===== config.mk =====
export PLATFORM = sky130hd
export DESIGN_NAME = mem_wb_min_reg
export DESIGN_NICKNAME = d
export VERILOG_FILES = /design/src/rtl/mem_wb_min_reg_pkg.sv /design/src/rtl/mem_wb_min_reg_min_tracker.sv /design/src/rtl/mem_wb_min_reg.sv
export SDC_FILE = /design/constraint.sdc
export NUM_CORES = 1
export LEC_CHECK = 0
export ABC_AREA = 0
export BUFFER_PORTS_ARGS = -buffer_cell sky130_fd_sc_hd__clkbuf_2
export CORE_AREA = 5 5 239 241
export DETAILED_ROUTE_END_ITERATION = 10
export DIE_AREA = 0 0 244 246
export MAX_ROUTING_LAYER = met4
export PLACE_DENSITY_LB_ADDON = 0.1
export SLEW_MARGIN = 10
export SYNTH_ARGS = -nofsm -noshare
export SYNTH_HDL_FRONTEND = slang
export SYNTH_HIERARCHICAL = 1
export SYNTH_SLANG_ARGS = --single-unit

===== constraint.sdc =====
create_clock -name Clk -period 1.9 [get_ports Clk]
set_clock_uncertainty 0.15 [all_clocks]
set_input_delay 0.19 -clock Clk [delete_from_list [all_inputs] [get_ports Clk]]
set_output_delay 0.19 -clock Clk [all_outputs]
set_load 0.01 [all_outputs]

===== src/rtl/mem_wb_min_reg_pkg.sv =====
// Shared types and constants for the MEM/WB register and SAD min tracker.
package mem_wb_min_reg_pkg;

    localparam int DATA_W_DEF     = 32;
    localparam int REG_ADDR_W_DEF = 5;
    localparam int CNT_W_DEF      = 16;

    // Wide enough for any supported DATA_W; users slice the low bits.
    localparam logic [63:0] BEST_RESET = '1;

    typedef enum logic {
        EMPTY    = 1'b0,
        TRACKING = 1'b1
    } trk_state_e;

endpackage


===== src/rtl/mem_wb_min_reg_min_tracker.sv =====
// Running-minimum tracker for SAD search; acts only on W-stage retire.
module min_tracker
    import mem_wb_min_reg_pkg::*;
#(
    parameter int DATA_W = DATA_W_DEF,
    parameter int CNT_W  = CNT_W_DEF
) (
    input  logic              clk,
    input  logic              rst,
    input  logic              retire_i,
    input  logic              sad_update_i,
    input  logic              min_clear_i,
    input  logic [DATA_W-1:0] sad_i,
    input  logic [DATA_W-1:0] sad_x_i,
    input  logic [DATA_W-1:0] sad_y_i,
    input  logic [DATA_W-1:0] min_i,
    input  logic [DATA_W-1:0] min_x_i,
    input  logic [DATA_W-1:0] min_y_i,
    output logic [DATA_W-1:0] best_o,
    output logic [DATA_W-1:0] best_x_o,
    output logic [DATA_W-1:0] best_y_o,
    output logic              best_valid_o,
    output logic [CNT_W-1:0]  cand_count_o
);

    localparam logic [DATA_W-1:0] BEST_INIT = BEST_RESET[DATA_W-1:0];

    trk_state_e        state_q, state_d;
    logic [DATA_W-1:0] best_q, best_d;
    logic [DATA_W-1:0] best_x_q, best_x_d;
    logic [DATA_W-1:0] best_y_q, best_y_d;
    logic [CNT_W-1:0]  cnt_q, cnt_d;

    always_comb begin
        state_d  = state_q;
        best_d   = best_q;
        best_x_d = best_x_q;
        best_y_d = best_y_q;
        cnt_d    = cnt_q;
        if (retire_i) begin
            if (min_clear_i) begin
                state_d  = EMPTY;
                best_d   = BEST_INIT;
                best_x_d = '0;
                best_y_d = '0;
                cnt_d    = '0;
            end
            if (sad_update_i) begin
                // First candidate after a clear bypasses the comparator.
                if (min_clear_i || state_q == EMPTY) begin
                    state_d  = TRACKING;
                    best_d   = sad_i;
                    best_x_d = sad_x_i;
                    best_y_d = sad_y_i;
                    cnt_d    = CNT_W'(1);
                end else begin
                    best_d   = min_i;
                    best_x_d = min_x_i;
                    best_y_d = min_y_i;
                    cnt_d    = (cnt_q == '1) ? cnt_q : cnt_q + CNT_W'(1);
                end
            end
        end
    end

    always_ff @(posedge clk) begin
        if (rst) begin
            state_q  <= EMPTY;
            best_q   <= BEST_INIT;
            best_x_q <= '0;
            best_y_q <= '0;
            cnt_q    <= '0;
        end else begin
            state_q  <= state_d;
            best_q   <= best_d;
            best_x_q <= best_x_d;
            best_y_q <= best_y_d;
            cnt_q    <= cnt_d;
        end
    end

    assign best_o       = best_q;
    assign best_x_o     = best_x_q;
    assign best_y_o     = best_y_q;
    assign best_valid_o = (state_q == TRACKING);
    assign cand_count_o = cnt_q;

endmodule


===== src/rtl/mem_wb_min_reg.sv =====
// MEM/WB pipeline register with SAD running-minimum tracker.
// Optional MEMWB_PERF_CNT_EN adds RetireCount/BubbleCount outputs.
module mem_wb_min_reg
    import mem_wb_min_reg_pkg::*;
#(
    parameter int DATA_W     = DATA_W_DEF,
    parameter int REG_ADDR_W = REG_ADDR_W_DEF,
    parameter int CNT_W      = CNT_W_DEF
) (
    input  logic                  Clk,
    input  logic                  Rst,
    input  logic                  StallW,
    input  logic                  FlushW,
    input  logic                  ValidM,
    input  logic                  RegWriteM,
    input  logic [REG_ADDR_W-1:0] WriteRegM,
    input  logic                  MemtoRegM,
    input  logic                  jalM,
    input  logic [DATA_W-1:0]     ALUResultM,
    input  logic [DATA_W-1:0]     MemReadDataM,
    input  logic [DATA_W-1:0]     PCPlus4M,
    input  logic                  SadUpdateM,
    input  logic                  MinClearM,
    input  logic [DATA_W-1:0]     SadM,
    input  logic [DATA_W-1:0]     SadXM,
    input  logic [DATA_W-1:0]     SadYM,
    input  logic [DATA_W-1:0]     MinIn,
    input  logic [DATA_W-1:0]     MinXIn,
    input  logic [DATA_W-1:0]     MinYIn,
    output logic                  ValidW,
    output logic                  RegWriteW,
    output logic                  MemtoRegW,
    output logic                  jalW,
    output logic [REG_ADDR_W-1:0] WriteRegW,
    output logic [DATA_W-1:0]     ALUResultW,
    output logic [DATA_W-1:0]     MemReadDataW,
    output logic [DATA_W-1:0]     PCPlus4W,
    output logic [DATA_W-1:0]     SadW,
    output logic [DATA_W-1:0]     SadXW,
    output logic [DATA_W-1:0]     SadYW,
    output logic [DATA_W-1:0]     BestW,
    output logic [DATA_W-1:0]     BestXW,
    output logic [DATA_W-1:0]     BestYW,
    output logic                  BestValid,
`ifdef MEMWB_PERF_CNT_EN
    output logic [CNT_W-1:0]      CandCount,
    output logic [31:0]           RetireCount,
    output logic [31:0]           BubbleCount
`else
    output logic [CNT_W-1:0]      CandCount
`endif
);

    logic                  valid_q, valid_d;
    logic                  reg_write_q, reg_write_d;
    logic [REG_ADDR_W-1:0] write_reg_q, write_reg_d;
    logic                  mem_to_reg_q, mem_to_reg_d;
    logic                  jal_q, jal_d;
    logic [DATA_W-1:0]     alu_result_q, alu_result_d;
    logic [DATA_W-1:0]     mem_rdata_q, mem_rdata_d;
    logic [DATA_W-1:0]     pc_plus4_q, pc_plus4_d;
    logic                  sad_update_q, sad_update_d;
    logic                  min_clear_q, min_clear_d;
    logic [DATA_W-1:0]     sad_q, sad_d;
    logic [DATA_W-1:0]     sad_x_q, sad_x_d;
    logic [DATA_W-1:0]     sad_y_q, sad_y_d;
    logic                  retire;

    // Flush still lets the instruction leaving W retire into the tracker.
    assign retire = valid_q && !StallW;

    always_comb begin
        valid_d      = valid_q;
        reg_write_d  = reg_write_q;
        write_reg_d  = write_reg_q;
        mem_to_reg_d = mem_to_reg_q;
        jal_d        = jal_q;
        alu_result_d = alu_result_q;
        mem_rdata_d  = mem_rdata_q;
        pc_plus4_d   = pc_plus4_q;
        sad_update_d = sad_update_q;
        min_clear_d  = min_clear_q;
        sad_d        = sad_q;
        sad_x_d      = sad_x_q;
        sad_y_d      = sad_y_q;
        if (FlushW) begin
            valid_d      = 1'b0;
            reg_write_d  = 1'b0;
            write_reg_d  = '0;
            mem_to_reg_d = 1'b0;
            jal_d        = 1'b0;
            alu_result_d = '0;
            mem_rdata_d  = '0;
            pc_plus4_d   = '0;
            sad_update_d = 1'b0;
            min_clear_d  = 1'b0;
            sad_d        = '0;
            sad_x_d      = '0;
            sad_y_d      = '0;
        end else if (!StallW) begin
            valid_d      = ValidM;
            reg_write_d  = RegWriteM;
            write_reg_d  = WriteRegM;
            mem_to_reg_d = MemtoRegM;
            jal_d        = jalM;
            alu_result_d = ALUResultM;
            mem_rdata_d  = MemReadDataM;
            pc_plus4_d   = PCPlus4M;
            sad_update_d = SadUpdateM;
            min_clear_d  = MinClearM;
            sad_d        = SadM;
            sad_x_d      = SadXM;
            sad_y_d      = SadYM;
        end
    end

    always_ff @(posedge Clk) begin
        if (Rst) begin
            valid_q      <= 1'b0;
            reg_write_q  <= 1'b0;
            write_reg_q  <= '0;
            mem_to_reg_q <= 1'b0;
            jal_q        <= 1'b0;
            alu_result_q <= '0;
            mem_rdata_q  <= '0;
            pc_plus4_q   <= '0;
            sad_update_q <= 1'b0;
            min_clear_q  <= 1'b0;
            sad_q        <= '0;
            sad_x_q      <= '0;
            sad_y_q      <= '0;
        end else begin
            valid_q      <= valid_d;
            reg_write_q  <= reg_write_d;
            write_reg_q  <= write_reg_d;
            mem_to_reg_q <= mem_to_reg_d;
            jal_q        <= jal_d;
            alu_result_q <= alu_result_d;
            mem_rdata_q  <= mem_rdata_d;
            pc_plus4_q   <= pc_plus4_d;
            sad_update_q <= sad_update_d;
            min_clear_q  <= min_clear_d;
            sad_q        <= sad_d;
            sad_x_q      <= sad_x_d;
            sad_y_q      <= sad_y_d;
        end
    end

    assign ValidW       = valid_q;
    assign RegWriteW    = reg_write_q;
    assign WriteRegW    = write_reg_q;
    assign MemtoRegW    = mem_to_reg_q;
    assign jalW         = jal_q;
    assign ALUResultW   = alu_result_q;
    assign MemReadDataW = mem_rdata_q;
    assign PCPlus4W     = pc_plus4_q;
    assign SadW         = sad_q;
    assign SadXW        = sad_x_q;
    assign SadYW        = sad_y_q;

    min_tracker #(
        .DATA_W (DATA_W),
        .CNT_W  (CNT_W)
    ) u_trk (
        .clk          (Clk),
        .rst          (Rst),
        .retire_i     (retire),
        .sad_update_i (sad_update_q),
        .min_clear_i  (min_clear_q),
        .sad_i        (sad_q),
        .sad_x_i      (sad_x_q),
        .sad_y_i      (sad_y_q),
        .min_i        (MinIn),
        .min_x_i      (MinXIn),
        .min_y_i      (MinYIn),
        .best_o       (BestW),
        .best_x_o     (BestXW),
        .best_y_o     (BestYW),
        .best_valid_o (BestValid),
        .cand_count_o (CandCount)
    );

`ifdef MEMWB_PERF_CNT_EN
    logic [31:0] retire_cnt_q, retire_cnt_d;
    logic [31:0] bubble_cnt_q, bubble_cnt_d;

    always_comb begin
        retire_cnt_d = retire_cnt_q;
        bubble_cnt_d = bubble_cnt_q;
        if (retire) begin
            retire_cnt_d = retire_cnt_q + 32'd1;
        end
        if (FlushW || (!ValidM && !StallW)) begin
            bubble_cnt_d = bubble_cnt_q + 32'd1;
        end
    end

    always_ff @(posedge Clk) begin
        if (Rst) begin
            retire_cnt_q <= '0;
            bubble_cnt_q <= '0;
        end else begin
            retire_cnt_q <= retire_cnt_d;
            bubble_cnt_q <= bubble_cnt_d;
        end
    end

    assign RetireCount = retire_cnt_q;
    assign BubbleCount = bubble_cnt_q;
`endif

endmodule

==> results list, run 1 <==
- Number of nets in the layout: roughly 2600
* Worst skew pair latency: between 500 and 600 ps
* Cell variety after synth: 44
- Power density cells: approximately 790 nW/um^2
- Flip-flop cell with the highest count after synthesis: sky130_fd_sc_hd__dfxtp_1
* Start point of the worst min-delay path: StallW
- The die is between 200 and 250 um wide.
- Total Power: roughly 17 mW
- The path with the worst hold slack has its endpoint at u_trk/cand_count_o[15].
- The via count of the first global-routing pass came to between 10000 and 15000.
* Top-level I/O count: about 620
* Part of the total power dissipated in combinational logic: 0.107
- The endpoint identified for the worst register-to-register timing path is u_trk/cand_count_o[13].
- Timing analysis after detailed placement gives a worst setup slack of -96.86 ps.
- Dividing the final minimum period by the clock period gives 1.011.
- In the final routed layout, each cell accounts on average for between 15 and 20 um.
* Share of the yosys chip area belonging to registers: 0.5045
* Critical Path Start: u_trk/cand_count_o[1]
* Slew at the pin closest to its max-slew limit: between 1000 and 1500 ps
* Yosys Warn Count: 6
- Avg Synthesized Cell Area: just under 9 sq um
- Placeable core region: ~55000 sq um
* Overall routed net length: about 60 mm
* Number of vias after detailed routing: around 13000
- For this design the static power due to leakage is 9.825 nW.
* Synth async-reset ratio: 0
* Clk slew on worst S/H paths: 60 ps
* Count of cells along the worst hold path: 6
* Number of enable-type register cells in the synthesized netlist: 0
- Die area: 60020 sq um
* Die Ht: between 200 and 250 um
- Placed wire-length estimate: 41.48 mm
- In the final layout, the share of cells above drive strength 1 is 0.3288.
- The worst setup path is captured at a flip-flop.
- Summing all multi-input logic gate instances after layout gives 5669 sq um.
- Worst min-delay path category: input pin to flip-flop
- IR drop worst, VDD: 0.0004925 V
- Longest Clk Path Bufs: 3
- In this run the power spent charging and discharging nets is between 3 and 4 mW.
- Antenna violations before repair: 6
- Final Hold Violating Endpoints: 0
- Number of fill cells: roughly 5700
* Total routing resource utilization after global routing: 0.1894
* Endpoint required time on the critical path: 2220 ps
- STA classifies the critical path startpoint as a flip-flop.
* Share of Yosys cell area claimed by the top area cell type: 0.5045
- Length of the first detailed-routing pass in iterations: 5
* Remaining global-route overflow: 0
- Placed cell count: ~2700
- Vias per cell: between 4 and 5
- Post-detailed-route DRC marker count: 0
- Row count: between 80 and 90
- Worst flop-to-flop path startpoint: u_trk/cand_count_o[1]
- Final worst setup slack: -20.18 ps
- Antenna Violating Nets Remaining: 0
- Max-cap check violation count: 0
- Arrival time of the worst setup path: between 2000 and 2500 ps
- Number of nets produced by synthesis: around 1700
- The critical path in this run is classified as flip-flop to flip-flop.
- Slack of the worst reg-to-reg path: -20 ps
* CTS root buf: sky130_fd_sc_hd__clkbuf_16
- Maximum frequency from static timing analysis: roughly 0.52 GHz
- Final cell count without fillers: 3071
* Total number of H-tree levels: 2
- Initial Utilization: 0.2294
- Summing every instance area after synthesis gives between 10000 and 15000 sq um.
- Of the total power, the share spent switching nets is 0.2345.
- Counting every sink on the clock net gives around 320.
- R2R depth: 6
- Final core occ: 0.3860
* Top cells by area in the synthesized netlist: sky130_fd_sc_hd__dfxtp_1, sky130_fd_sc_hd__mux2i_1, sky130_fd_sc_hd__nor2_1
- On the final layout, the worst hold slack is 53.83 ps.
- Internal power comes to 12.79 mW.
- Entering global routing, the biggest net connects about 130 pins.
- Minimum period implied by the final worst setup slack: about 1900 ps
- The detailed router finished its first iteration with 576 violations.
- The share of total power dissipated in the clock network is 0.482.
- Area growth, synth to finish: 68.29%
- Post-synthesis sequential element count: between 300 and 400
- TritonCTS built the clock tree.
- The count of buffers added on input and output ports is 616.
* Number of instances in the synthesized netlist: 1412
* Unrepaired setup endpoints after global routing: yes
* Crit Path Max Fanout: 4
- The first global-routing pass estimated about 87 mm of wire.
* Total count of max-transition violations in the final report: 0
- At the end of routability-driven placement, the weighted congestion stood at 0.8346.
- The final reports fail on setup timing.
- Number of CTS-inserted buffers: 40
* Relative slew slack: 0.3286
* Cell taking the most area after synthesis: sky130_fd_sc_hd__dfxtp_1
- Summing all flip-flop and latch instances after layout gives between 6000 and 7000 sq um.
- Outcome: finished with violations
- Flop pwr share: 0.411
* Final setup violation count: 1
[power by group through the flow]
| stage | sequential [mW] | combinational (mW) | clock [mW] |
|---|---|---|---|
| floorplan | 7.06 | 0.596 | 0 |
| global placement | 7.02 | 1.26 | 0 |
| detailed placement | 7.02 | 1.27 | 0 |
| CTS | 6.88 | 1.81 | 8.34 |
| global route | 6.89 | 1.94 | 8.59 |
| finish | 6.88 | 1.79 | 8.05 |
[how the worst max path moves through the flow]
stage,to,slack (ps),cells after the start
after floorplan,u_trk/cand_count_o[13],-80,6
after global placement,u_trk/cand_count_o[13],-110,6
after detailed placement,u_trk/cand_count_o[13],-100,6
after CTS,u_trk/cand_count_o[13],-9,6
after global routing,u_trk/cand_count_o[13],-50,6
final,u_trk/cand_count_o[13],-20,6
[final cells by class]
class,instances,area share
diodes,7,0.0008302
clock buffers,57,0.05621
clock inverters,14,0.009843
inverters,3,0.0005337
multi-input cells,987,0.2687
flip-flops and latches,316,0.3000
well taps,704,0.04175
repair buffers,983,0.3222
[flip-flops by register name, summed over array words and instances (netlist names)]
register            count
u_trk/best_o           32
PCPlus4W               32
SadXW                  32
u_trk/best_x_o         32
u_trk/cand_count_o     16
SadW                   32
SadYW                  32
MemtoRegW               1
sad_update_q            1
u_trk/best_valid_o      1
min_clear_q             1
jalW                    1
u_trk/best_y_o         32
WriteRegW               5
RegWriteW               1
ValidW                  1
MemReadDataW           32
ALUResultW             32
[stage by stage]
stage / TNS (ps) / cell area (sq um)
after floorplan: -157.2 / 12570
after global placement: -202.1 / 16520
after CTS: -8.944 / 20990
after detailed placement: -119.2 / 16520
final: -20.18 / 21100
after global routing: -67.09 / 21100
[critical path: stages (launching register included)]
cell and delay [ps]:
sky130_fd_sc_hd__dfxtp_2 330, sky130_fd_sc_hd__ha_4 160, sky130_fd_sc_hd__and3_4 140, sky130_fd_sc_hd__and4_4 140
sky130_fd_sc_hd__or4_4 440, sky130_fd_sc_hd__or3_1 390, sky130_fd_sc_hd__o21ai_1 90
[metal layers]
layer | global-route usage | vias to the layer above | routed length, um
li1 | - | 6596 | -
met1 | 0.2183 | 6326 | 24010
met2 | 0.3228 | 443 | 28750
met3 | 0.04426 | 119 | 3233
met4 | 0.07069 | 0 | 2396
met5 | - | - | 0
[cells in the mapped netlist (all sizes together), types with 2 or more instances]
cell type	number
a211o	7
a21oi	139
a31o	2
a31oi	12
and3	2
and4	6
buf	61
clkbuf	45
dfxtp	316
inv	3
mux2i	203
nand2	158
nand2b	25
nand3	8
nand4	8
nor2	351
nor2b	4
nor3	5
nor4	4
o21ai	12
o22ai	25
o31ai	2
or4	2
[repair_timing]
item,CTS,global route
pin swaps,5,3
setup buffers,2,3
hold buffers,305,0
gates resized for setup,2,9
hold endpoints to repair,302,0
endpoints found under the setup margin,3,22
cloned,0,1
[layout by cell type, fill, tap and decap left out, drive strengths merged, types with 2 or more instances in the layout]
cell | netlist | final
clkbuf | 45 | 672
nor2 | 351 | 351
dfxtp | 316 | 316
dlygate4sd3 | 0 | 305
mux2i | 203 | 203
nand2 | 158 | 158
a21oi | 139 | 139
buf | 61 | 63
o22ai | 25 | 25
nand2b | 25 | 25
a31oi | 12 | 12
o21ai | 12 | 12
nand4 | 8 | 8
nand3 | 8 | 8
diode | 0 | 7
a211o | 7 | 7
and4 | 6 | 6
bufinv | 0 | 5
clkinv | 0 | 5
nor3 | 5 | 5
inv | 3 | 5
nor4 | 4 | 4
nor2b | 4 | 4
clkinvlp | 0 | 2
a31o | 2 | 2
and3 | 2 | 2
or4 | 2 | 2
o31ai | 2 | 2
[kinds of logic (layout without fill, tap and decap cells)]
group           count (synthesis)  after routing  synth area share
flops                         316            316            0.5045
compound gates                204            204           0.08951
simple gates                  579            579            0.1908
buf+inv                       109           1057           0.05209
other cells                     0              7                 0
fa+ha+maj                       1              1         0.0009977
mux                           203            203            0.1621
Note: power is estimated with default switching activity, not from simulation.
==> run 2: changes to the inputs <==
--- a/config.mk
+++ b/config.mk
@@ -8,10 +8,11 @@
 export ABC_AREA = 0
 export BUFFER_PORTS_ARGS = -buffer_cell sky130_fd_sc_hd__clkbuf_2
 export CORE_AREA = 5 5 239 241
+export CTS_CLUSTER_SIZE = 30
 export DETAILED_ROUTE_END_ITERATION = 10
 export DIE_AREA = 0 0 244 246
 export MAX_ROUTING_LAYER = met4
-export PLACE_DENSITY_LB_ADDON = 0.1
+export PLACE_DENSITY = 0.45
 export SLEW_MARGIN = 10
 export SYNTH_ARGS = -nofsm -noshare
 export SYNTH_HDL_FRONTEND = slang
==> results list, run 2 (same netlist as run 1, synthesis figures left out) <==
- The peak ir drop on the vdd network is 0.0006083 V (+24%).
* Placed wire-length estimate: 40.33 mm (-2.8%)
- R2R depth: 6 (unchanged)
- Destination of the critical timing path: u_trk/cand_count_o[13]
- The count of pins over their slew limit came to 0 (unchanged).
- The die outline area was 60020 sq um (unchanged).
- The worst hold path belongs to the class input pin to flip-flop.
- Horizontal die dimension: 244 um (unchanged)
- TritonCTS built the clock tree.
* Row count: 86 (unchanged)
* Antenna violations before repair: 3 (-3)
- Most frequent standard cell in the layout excluding fill and tap cells: sky130_fd_sc_hd__clkbuf_2
- Minimum period implied by the final worst setup slack: 1900 ps (-20.55 ps)
* Relative slew slack: 0.6439 (+0.3154)
- The total clock buffers created by CTS came to 39 (-2.5%).
- The area used by sequential logic in the layout came to 6330 sq um (unchanged).
* First-pass GRT wire length: 83.63 mm (-3.5%)
- The starting density of the core came to 0.2294 (unchanged).
* Total number of H-tree levels: 2 (unchanged)
- Final worst-path cycle share: 0.9998 (-0.01082)
- Length of the first detailed-routing pass in iterations: 5 (unchanged)
- Slew at the pin closest to its max-slew limit: 534.1 ps (-473.0 ps)
* Number of fill cells: 5596 (-2.0%)
- Maximum frequency from static timing analysis: 0.5264 GHz (+1.1%)
- Unrepaired setup endpoints after global routing: yes
- Initial detailed-routing violation count: 602 (+4.5%)
* Met1 layer wirelength in the final routing: 22.73 mm (-5.3%)
- Relative to the synthesized area, the layout overhead comes to 67.38%.
* Placed cell count: 2696 (+0.52%)
* Detailed-route wire length per cell: 18.07 um (-5.0%)
- The final weighted congestion in routability-driven placement is 0.8492 (+1.7%).
* Clk slew on worst S/H paths: 50 ps (about the same)
- The leakage power of the design was 9.776 nW (-0.50%).
- The clock insertion delay at the later pin of the skew report was 550 ps (about the same).
- The reg2reg setup slack was 0.4 ps (+20 ps).
- Number of nets in the layout: 2639 (+0.15%)
- The area of combinational cells with multiple inputs is 5657 sq um (-0.22%).
- The clock sink count came to 316 (unchanged).
- Final setup violation count: 0 (-1)
- Die Ht: 246 um (unchanged)
- Fraction of final layout cells with drive strength greater than 1: 0.3319 (+0.003109)
* Outcome: completed
- CTS root buf: sky130_fd_sc_hd__clkbuf_16
* Met3 WL: 3.212 mm (-0.65%)
* Remaining global-route overflow: 0 (unchanged)
- Total routing resource utilization after global routing: 0.1807 (-0.008675)
* Critical Path Start Type: flip-flop
* Critical Setup Path Class: flip-flop to flip-flop
- The worst-case clock buffer depth was 3 (unchanged).
- The highest metal layer carrying signal wires in the routed design is met4.
- The largest net degree at the start of global routing came to 82 (-34%).
* Final core occ: 0.3839 (-0.002083)
- The via count is 13470 (-0.12%).
- Number of global-route vias before repair: 14130 (+0.34%)
* Top-level I/O count: 617 (unchanged)
- The max-cap check violation count is 0 (unchanged).
- Post-detailed-route DRC marker count: 0 (unchanged)
- The worst setup path is captured at a flip-flop.
- The endpoint identified for the worst register-to-register timing path is u_trk/cand_count_o[13].
* Vias per cell: 4.387 (about the same)
* Critical Path Start: u_trk/cand_count_o[1]
- The maximum net fanout on the critical path was 3 (-1).
- Arrival time of the worst setup path: 2210 ps (-30 ps)
- Placeable core region: 54660 sq um (unchanged)
- The routed wire length on met2 came to 27.32 mm (-4.9%).
- The final standard cell count with taps included and fillers excluded was 3070 (-0.033%).
- The required time of the critical path is 2210 ps (about the same).
- Overall routed net length: 55.46 mm (-5.0%)
- In the layout the commonest cells are sky130_fd_sc_hd__clkbuf_2, sky130_fd_sc_hd__nor2_1, sky130_fd_sc_hd__dfxtp_1, sky130_fd_sc_hd__dlygate4sd3_1, sky130_fd_sc_hd__mux2i_1.
- The power per cell area came to 760.7 nW/um^2 (-4.0%).
- Antenna Violating Nets Remaining: 0 (unchanged)
- The port buffer count was 616 (unchanged).
- Final Hold Violating Endpoints: 0 (unchanged)
- The worst register-to-register path begins at u_trk/cand_count_o[1].
run 2: changes by cell type in the layout (fill, tap and decap cells not counted), sizes merged:
cell and change:
buf +11, clkinv +7, clkbuf -5, dlygate4sd3 -5, bufinv -4, diode -3
clkinvlp -1, inv -1
run 2: layout make-up:
class                           instances  area share
Timing Repair Buffer                  988      0.3262
Clock buffer                           53     0.05384
Multi-Input combinational cell        987      0.2695
Tap cell                              704     0.04197
Antenna cell                            4   0.0004770
Sequential cell                       316      0.3016
Clock inverter                         15    0.005783
Inverter                                3   0.0005366
run 2: through the flow:
step | cell area [sq um] | power, mW | hold WS, ps | setup TNS, ps | setup slack, ps
floorplan | 12570 | 7.661 | 183.9 | -157.2 | -77.84
finish | 20990 | 15.96 | 60.51 | 0 | 0.3761
detailed placement | 16660 | 8.301 | 277.9 | -292.1 | -112.7
CTS | 20950 | 16.24 | 1.403 | 0 | 0.2101
global route | 20980 | 16.65 | 48.33 | -61.57 | -59.72
global placement | 16660 | 8.289 | 270.9 | -426.2 | -171.0
run 2: where the power goes:
group | leakage, nW | internal, mW | switching (mW)
combinational | 6.58 | 1.02 | 0.781
sequential | 2.57 | 6.77 | 0.102
clock | 0.625 | 4.30 | 2.99
run 2: layer usage:
metal / up-vias / track usage
met3: 117 / 0.04253
met5: - / -
met4: 0 / 0.06920
met1: 6325 / 0.2101
met2: 426 / 0.3048
li1: 6600 / -
run 2: critical path, stage by stage (launching register included):
cell and delay [ps]:
sky130_fd_sc_hd__dfxtp_2 330, sky130_fd_sc_hd__ha_4 150, sky130_fd_sc_hd__and3_4 140, sky130_fd_sc_hd__and4_4 140, sky130_fd_sc_hd__or4_4 460, sky130_fd_sc_hd__or3_1 380
sky130_fd_sc_hd__o21ai_1 80
run 2: how the worst min path moves through the flow:
stage,to,startpoint,cells past startpoint
6_report,u_trk/best_valid_o,StallW,6
5_1_grt,u_trk/cand_count_o[6],StallW,6
4_1_cts,u_trk/cand_count_o[6],StallW,6
3_5_place_dp,SadW[15],SadM[15],3
3_3_place_gp,SadXW[26],SadXM[26],3
2_1_floorplan,ALUResultW[0],ALUResultM[0],2
run 2: what timing repair did:
item / CTS / global route
hold buffers: 300 / 0
setup endpoints to repair: 4 / 38
pin swaps: 5 / 1
buffers inserted: 1 / 1
hold endpoints to repair: 302 / 0
resized for setup: 5 / 5
==> run 3: changes to the inputs <==
--- a/config.mk
+++ b/config.mk
@@ -8,6 +8,7 @@
 export ABC_AREA = 0
 export BUFFER_PORTS_ARGS = -buffer_cell sky130_fd_sc_hd__clkbuf_2
 export CORE_AREA = 5 5 239 241
+export CTS_BUF_LIST = sky130_fd_sc_hd__clkbuf_8 sky130_fd_sc_hd__clkbuf_16
 export CTS_CLUSTER_SIZE = 30
 export DETAILED_ROUTE_END_ITERATION = 10
 export DIE_AREA = 0 0 244 246
==> results list, run 3 (same netlist as run 1, synthesis figures left out) <==
* Outcome: completed
- The worst setup path is captured at a flip-flop.
* CTS root buf: sky130_fd_sc_hd__clkbuf_16
* Top-level I/O count: 617 (unchanged)
- The total chip power came to 15.94 mW (-0.15%).
- The wire length per cell after detailed routing was 18.06 um (about the same).
* Initial detailed-routing violation count: 641 (+6.5%)
- The leakage power of the design is 9.797 nW (+0.21%).
- Final cell count without fillers: 3070 (unchanged)
* Overall routed net length: 55.44 mm (about the same)
- The time the worst path needs with I/O delays and setup came to 1898 ps (-1.803 ps).
* Slack of the worst reg-to-reg path: 2 ps (about the same)
* Critical Setup Path Class: flip-flop to flip-flop
- Number of global-route vias before repair: 14130 (unchanged)
* Clock sink total: 316 (unchanged)
- Post-detailed-route DRC marker count: 0 (unchanged)
* IR drop worst, VDD: 0.0006072 V (-0.17%)
* Unrepaired setup endpoints after global routing: yes
* Final Hold Violating Endpoints: 0 (unchanged)
- Total routing resource utilization after global routing: 0.1807 (unchanged)
* Endpoint required time on the critical path: 2210 ps (about the same)
- The count of pins over their slew limit was 0 (unchanged).
- The share of cells above drive strength 1 came to 0.3319 (unchanged).
- The total instance count after detailed placement is 2696 (unchanged).
* Initial Utilization: 0.2294 (unchanged)
* Antenna violations before repair: 3 (unchanged)
- Relative slew slack: 0.6485 (+0.004575)
* Placed wire-length estimate: 40.33 mm (unchanged)
- The total congestion overflow is 0 (unchanged).
- Arrival time of the worst setup path: 2210 ps (about the same)
- The final layout net count came to 2639 (unchanged).
- Vias per cell: 4.381 (-0.13%)
- The final setup violation count is 0 (unchanged).
- The number of H-tree levels was 2 (unchanged).
* I/O Buffers: 616 (unchanged)
* Met1 layer wirelength in the final routing: 22.60 mm (-0.55%)
- Area growth, synth to finish: 67.38% (unchanged)
* Number of vias after detailed routing: 13450 (-0.13%)
- The maximum net fanout on the critical path was 3 (unchanged).
- Placeable core region: 54660 sq um (unchanged)
* Slew at the pin closest to its max-slew limit: 527.2 ps (-6.862 ps)
* Commonest cells after routing, fill and taps aside: sky130_fd_sc_hd__clkbuf_2, sky130_fd_sc_hd__nor2_1, sky130_fd_sc_hd__dfxtp_1, sky130_fd_sc_hd__dlygate4sd3_1, sky130_fd_sc_hd__mux2i_1
* Most frequent standard cell in the layout excluding fill and tap cells: sky130_fd_sc_hd__clkbuf_2
- Clk slew on worst S/H paths: 50 ps (about the same)
- TritonCTS built the clock tree.
- Worst skew pair latency: 550 ps (about the same)
- Antenna Violating Nets Remaining: 0 (unchanged)
- Critical Path Start Type: flip-flop
- The number of rows in the core area was 86 (unchanged).
- The number of iterations in the first detailed-routing pass is 5 (unchanged).
- The die outline area came to 60020 sq um (unchanged).
- Final worst-path cycle share: 0.9989 (about the same)
* First-pass GRT wire length: 83.63 mm (unchanged)
- The power per cell area was 759.5 nW/um^2 (-0.15%).
- Routability Congestion: 0.8492 (unchanged)
* Met3 WL: 3.324 mm (+3.5%)
- After detailed routing, no signal wire sits above met4.
* Met2 WL post-DR: 27.32 mm (about the same)
- The die width is 244 um (unchanged).
* Max-cap check violation count: 0 (unchanged)
- Die Ht: 246 um (unchanged)
- Number of CTS-inserted buffers: 39 (unchanged)
- Longest Clk Path Bufs: 3 (unchanged)
* Largest net degree at the start of global routing: 82 (unchanged)
- Worst min-delay path category: input pin to flip-flop
* WHS: 59.86 ps (-0.6487 ps)
- The peak clock frequency supported by timing was 0.5269 GHz (about the same).
==> run 3: what timing repair did <==
| item | in CTS | in global routing |
|---|---|---|
| setup buffers | 1 | 1 |
| gates resized for setup | 5 | 5 |
| setup endpoints to repair | 4 | 38 |
| pin swaps | 5 | 1 |
| hold buffers | 300 | 0 |
| hold endpoints to repair | 302 | 0 |
==> run 3: final timing paths <==
path                          from                     end  cells after the start
max          u_trk/cand_count_o[1]  u_trk/cand_count_o[13]                      6
min                         StallW      u_trk/best_valid_o                      6
max reg2reg  u_trk/cand_count_o[1]  u_trk/cand_count_o[13]                      6
min reg2reg        u_trk/best_o[9]         u_trk/best_o[9]                      1
==> run 3: worst max-delay path: stages, from the launching register on <==
cell and delay, ps:
sky130_fd_sc_hd__dfxtp_2 330, sky130_fd_sc_hd__ha_4 150, sky130_fd_sc_hd__and3_4 140, sky130_fd_sc_hd__and4_4 140
sky130_fd_sc_hd__or4_4 460, sky130_fd_sc_hd__or3_1 380, sky130_fd_sc_hd__o21ai_1 80
==> run 3: layout make-up <==
type	instances	area [sq um]
multi-input cells	987	5657
repair buffers	988	6847
clock buffers	48	1111
clock inverters	20	140.1
flip-flops and latches	316	6330
well taps	704	880.8
inverters	3	11.26
fillers	5596	33680
diodes	4	10.01
==> run 3: layer usage <==
metal  track usage  vias to the layer above
met2        0.3048                      439
li1              -                     6595
met1        0.2101                     6299
met4       0.06920                        0
met5             -                        -
met3       0.04253                      117
==> run 3: power by group <==
part	switching (mW)	leakage, nW	internal (mW)	total [mW]
registers	0.102	2.57	6.77	6.88
clock network	2.99	0.646	4.28	7.27
logic	0.781	6.58	1.02	1.80
total	3.88	9.80	12.1	15.9
==> run 3: stage by stage <==
step / setup TNS [ps] / setup slack, ps / area, sq um / util
final: 0 / 2.179 / 20990 / 0.3839
after global routing: -61.57 / -59.72 / 20980 / 0.3839
after CTS: 0 / 0.2101 / 20950 / 0.3832
after detailed placement: -292.1 / -112.7 / 16660 / 0.3048
after global placement: -426.2 / -171.0 / 16660 / 0.3048
after floorplan: -157.2 / -77.84 / 12570 / -
